--- config.mk ---
export PLATFORM = sky130hd
export DESIGN_NAME = mix_col_seq
export DESIGN_NICKNAME = d
export VERILOG_FILES = /design/src/rtl/mix_col_seq.sv
export SDC_FILE = /design/constraint.sdc
export NUM_CORES = 1
export LEC_CHECK = 0
export CAP_MARGIN = 20
export CORE_AREA = 4 4 148 150
export DETAILED_ROUTE_END_ITERATION = 10
export DIE_AREA = 0 0 152 154
export HOLD_SLACK_MARGIN = 0.03
export PLACE_DENSITY = 0.84
export SLEW_MARGIN = 20
export SYNTH_ARGS = -nofsm -noshare
export SYNTH_HDL_FRONTEND = slang
export SYNTH_SLANG_ARGS = --single-unit
--- constraint.sdc ---
create_clock -name clk -period 6.4 [get_ports clk]
set_clock_uncertainty 0.1 [all_clocks]
set_input_delay 1.28 -clock clk [delete_from_list [all_inputs] [get_ports clk]]
set_output_delay 1.28 -clock clk [all_outputs]
set_load 0.005 [all_outputs]
--- src/rtl/mix_col_seq.sv ---
// Sequential AES MixColumns: one 32-bit column per cycle, valid/ready on both sides.
// Optional inverse MixColumns (inv_mode port) is built when MIX_COL_INV_EN is defined.
module mix_col_seq (
  input  logic         clk,
  input  logic         rst,
`ifdef MIX_COL_INV_EN
  input  logic         inv_mode,
`endif
  input  logic         in_valid,
  output logic         in_ready,
  input  logic [127:0] in_data,
  output logic         out_valid,
  input  logic         out_ready,
  output logic [127:0] out_data,
  output logic         busy
);

  typedef enum logic [1:0] {IDLE, CALC, DONE} state_t;

  state_t       r_fsm;
  logic [1:0]   r_col;
  logic [127:0] r_st;
  logic [127:0] r_res;
  logic         r_in_ready;
  logic         r_out_valid;
  logic         r_busy;

  logic [6:0]   w_base;
  logic [31:0]  w_col;
  logic [31:0]  w_new;
  logic [7:0]   w_a   [4];
  logic [7:0]   w_x2  [4];
  logic [7:0]   w_fwd [4];

  function automatic logic [7:0] xt(input logic [7:0] b);
    return {b[6:0], 1'b0} ^ (b[7] ? 8'h1b : 8'h00);
  endfunction

  // Column c occupies bits [127-32c -: 32]; row 0 is the MSB byte.
  assign w_base = {r_col, 5'b0};
  assign w_col  = r_st[7'd127 - w_base -: 32];

  for (genvar i = 0; i < 4; i++) begin : g_row
    assign w_a[i]   = w_col[31-8*i -: 8];
    assign w_x2[i]  = xt(w_a[i]);
    assign w_fwd[i] = w_x2[i] ^ (w_x2[(i+1)%4] ^ w_a[(i+1)%4])
                    ^ w_a[(i+2)%4] ^ w_a[(i+3)%4];
  end

`ifdef MIX_COL_INV_EN
  logic       r_inv;
  logic [7:0] w_x4  [4];
  logic [7:0] w_x8  [4];
  logic [7:0] w_m9  [4];
  logic [7:0] w_mb  [4];
  logic [7:0] w_md  [4];
  logic [7:0] w_me  [4];
  logic [7:0] w_inv [4];

  for (genvar i = 0; i < 4; i++) begin : g_inv
    assign w_x4[i]  = xt(w_x2[i]);
    assign w_x8[i]  = xt(w_x4[i]);
    assign w_m9[i]  = w_x8[i] ^ w_a[i];
    assign w_mb[i]  = w_x8[i] ^ w_x2[i] ^ w_a[i];
    assign w_md[i]  = w_x8[i] ^ w_x4[i] ^ w_a[i];
    assign w_me[i]  = w_x8[i] ^ w_x4[i] ^ w_x2[i];
    assign w_inv[i] = w_me[i] ^ w_mb[(i+1)%4] ^ w_md[(i+2)%4] ^ w_m9[(i+3)%4];
  end

  assign w_new = r_inv ? {w_inv[0], w_inv[1], w_inv[2], w_inv[3]}
                       : {w_fwd[0], w_fwd[1], w_fwd[2], w_fwd[3]};
`else
  assign w_new = {w_fwd[0], w_fwd[1], w_fwd[2], w_fwd[3]};
`endif

  always_ff @(posedge clk) begin
    if (rst) begin
      r_fsm       <= IDLE;
      r_col       <= 2'd0;
      r_st        <= '0;
      r_res       <= '0;
      r_in_ready  <= 1'b1;
      r_out_valid <= 1'b0;
      r_busy      <= 1'b0;
`ifdef MIX_COL_INV_EN
      r_inv       <= 1'b0;
`endif
    end else begin
      case (r_fsm)
        IDLE: if (in_valid) begin
          r_st       <= in_data;
          r_col      <= 2'd0;
          r_fsm      <= CALC;
          r_in_ready <= 1'b0;
          r_busy     <= 1'b1;
`ifdef MIX_COL_INV_EN
          r_inv      <= inv_mode;
`endif
        end
        CALC: begin
          r_res[7'd127 - w_base -: 32] <= w_new;
          r_col <= r_col + 2'd1;
          if (r_col == 2'd3) begin
            r_fsm       <= DONE;
            r_out_valid <= 1'b1;
          end
        end
        DONE: if (out_ready) begin
          r_fsm       <= IDLE;
          r_out_valid <= 1'b0;
          r_in_ready  <= 1'b1;
          r_busy      <= 1'b0;
        end
        default: r_fsm <= IDLE;
      endcase
    end
  end

  assign in_ready  = r_in_ready;
  assign out_valid = r_out_valid;
  assign out_data  = r_res;
  assign busy      = r_busy;

endmodule
==> summary.txt <==
Synthesis
  – EDFF count, synth: 0
  – Syn Nets: 1227
  – Ys async rst share: 0%
  – Synth Instances: 1091
  – Syn. warnings: 0
  – Seq/Total Area, Yosys: 49.0%
  – Primary FF master, synth: dfxtp_1
  – Count of state elements after synthesis: 263
  – Mapped cell area: 10700 um2
  – Syn avg cell area: 9.85 um2
  – Synth unique cells: 34

Layout
  – Filler cells: 1511
  – Antenna fix cells: 0
  – Layout Nets: 1445
  – Layout area overhead: 33.6%
  – Fraction of layout cells with a size suffix above 1: 7.67%

GRT
  – Grt ovf: 0
  – Largest net degree at the start of global routing: 84
  – Initial antenna violation count: 0
  – First-pass GRT wire length: 46500 um
  – Vias in the first global route: 8656
  – GRT Total Usage: 24.6%

Pwr
  – Max VDD drop: 0.203 mV
  – Total internal power: 0.00301 W
  – Switching power: 0.00108 W
  – Power density over the cells: 285 nW/um2
  – Leakage: 5.45 nW
  – Switching portion of total power: 26.5%
  – Reg power frac: 42.9%
  – Clk pwr share: 38.0%
  – Comb power frac: 19.0%

CTS
  – CTS resizes: 0
  – Clk_lat worst skew: 0.53 ns
  – Hold-fix buffers, CTS: 0
  – CTS tree: yes
  – Cts bufs inserted: 26
  – Worst-path clk slew: 0.06 ns
  – CTS Buffer Depth: 3
  – Root buf cell: clkbuf_16
  – H-tree levels: 1
  – Clock sink total: 263
  – Post-CTS setup buffers: 0

Critical path
  – Crit-path cells: buf_4 > mux4_1 > xnor2_4 > xnor3_1 > a22o_1
  – Critical Setup Path Class: reg2reg
  – Startpoint Class: flip-flop
  – Worst Setup End Kind: flip-flop
  – Critical-path maximum fanout: 22
  – WP data required: 6.72 ns
  – Worst Path Arrival: 3.76 ns
  – Slowest stage delay, CP: 0.89 ns
  – Slowest CP cell: mux4_1

Drt
  – DRT antenna net count: 0
  – DR vias: 8919
  – Router iterations before antenna repair: 5
  – Residual DRC count: 0
  – Vias per cell: 5.56
  – WL per Instance: 18.9 um
  – Iter 0 DRT Violations: 691
  – WL final: 30300 um

Place
  – GPL Wtd Cong: 0.853
  – Dpl hpwl: 21800 um
  – PortBufs: 262

Timing
  – Final period util: 53.7%
  – Final Hold Viols: 0
  – Relative slew slack: 35.8%
  – Pins over their slew limit: 0
  – Fmax: 291 MHz
  – Least-Margin Pin Slew: 0.961 ns
  – Final Critical Period: 3.44 ns
  – Hold Slack: 0.348 ns
  – RSZ-0062 raised after global routing: false
  – Final setup vio count: 0
  – Setup TNS: 0 ns

Flow run
  – Max_cap viols: 0

Floorplanning
  – Initial Utilization: 51.9%
  – Die X-Extent: 152 um
  – Die Area: 23400 um2
  – Core area: 20700 um2
  – Ports: 263
  – Die H: 154 um
  – Row count: 53

Min path
  – Min-delay worst type: reg2reg

Status
  – Outcome: completed
[flip-flops by register name, summed over array words and instances (netlist names)]
signal     flops
out_data     128
out_valid      1
busy           1
in_ready       1
r_col          2
r_st         128
r_fsm          2
[placed cells by master, fill, tap and decap left out, types with 4 or more instances in the layout]
master,instances
a21oi_2,4
mux4_1,4
clkinv_2,4
xnor2_1,10
buf_4,9
o21ai_0,39
nand2_1,338
mux4_2,28
xor2_1,9
a21oi_1,134
clkdlybuf4s50_1,261
clkinvlp_4,5
o21ai_1,41
nand2b_1,4
a22o_1,48
nand3_1,4
clkbuf_8,5
xnor2_2,9
and3_1,4
xnor3_1,36
nor2_1,6
ha_1,4
xor3_1,8
clkbuf_1,4
dfxtp_1,261
clkbuf_16,27
[metal layers]
metal	global-route usage (%)	part of all wire (%)	vias to the layer above
met3	4.11	7.0	69
met2	42.5	49	402
met5	0	0	-
met4	9.08	3.7	0
met1	31.2	40	4284
li1	-	-	4164
[Yosys cell counts, types with 3 or more instances]
cell type / instances / share of area (%)
nand2_1: 338 / 12
dfxtp_1: 263 / 49
a21oi_1: 138 / 6.4
clkbuf_1: 68 / 2.4
a22o_1: 48 / 3.9
o21ai_1: 41 / 1.9
o21ai_0: 39 / 1.8
xnor3_1: 36 / 7.5
mux4_2: 28 / 5.9
xnor2_1: 10 / 0.82
xnor2_2: 9 / 1.4
xor2_1: 9 / 0.73
xor3_1: 8 / 1.8
nor2_1: 7 / 0.24
buf_2: 6 / 0.28
and3_1: 4 / 0.23
ha_1: 4 / 0.47
mux4_1: 4 / 0.98
nand2b_1: 4 / 0.23
nand3_1: 4 / 0.19
inv_1: 3 / 0.10
[stage by stage]
| step | utilization (%) | instances | area, um2 | setup WS, ns | power [W] |
|---|---|---|---|---|---|
| CTS | 69.4 | 1604 | 14400 | 2.94 | 0.00410 |
| detailed placement | 65.1 | 1556 | 13500 | 2.74 | 0.00256 |
| finish | 69.4 | 1604 | 14400 | 2.96 | 0.00409 |
| global placement | 65.1 | 1556 | 13500 | 2.81 | 0.00255 |
| global route | 69.4 | 1604 | 14400 | 2.81 | 0.00423 |
| floorplan | - | 1091 | 10700 | 3.97 | 0.00226 |
[path summary, 6_finish.rpt]
check	start	to	slack [ns]	cells after the start
hold / removal	out_data[124]	out_data[124]	0.35	2
setup / recovery	r_col[1]	out_data[43]	2.96	5
hold reg to reg	out_data[124]	out_data[124]	0.35	2
setup reg to reg	r_col[1]	out_data[43]	2.96	5
[worst max-delay path: cells and delay by family (launching register included)]
kind | cells | cell delay, ns
buffers and inverters | 1 | 0.45
AOI/OAI and AO/OA | 1 | 0.25
DFF | 1 | 0.77
muxes | 1 | 0.89
xor gates and xnor gates | 2 | 0.85
[cell type report]
| class | instances | area [um2] | area share [%] |
|---|---|---|---|
| well taps | 275 | 344 | 2.40 |
| flip-flops and latches | 263 | 5270 | 36.7 |
| repair buffers | 271 | 2700 | 18.8 |
| multi-input cells | 744 | 5140 | 35.8 |
| clock buffers | 36 | 759 | 5.29 |
| inverters | 3 | 11.3 | 0.0784 |
| clock inverters | 12 | 134 | 0.933 |
[logic make-up after synthesis]
kind of cell             after synthesis  synth area share (%)
AND/OR/NAND/NOR                      362                  13.0
AO/OA/AOI/OAI                        271                  14.4
flip-flops                           263                  49.0
buffers and inverters                 84                  3.40
XOR/XNOR                              75                  12.9
multiplexers                          32                  6.85
adder cells (fa/ha/maj)                4                 0.466
[power groups by stage]
stage	clock [W]	combinational [W]	sequential, W
detailed placement	0	0.000769	0.00179
floorplan	0	0.000478	0.00178
global placement	0	0.000759	0.00179
global route	0.00164	0.000827	0.00176
finish	0.00155	0.000779	0.00176
CTS	0.00157	0.000777	0.00176
Power figures use the tool's default switching activity.
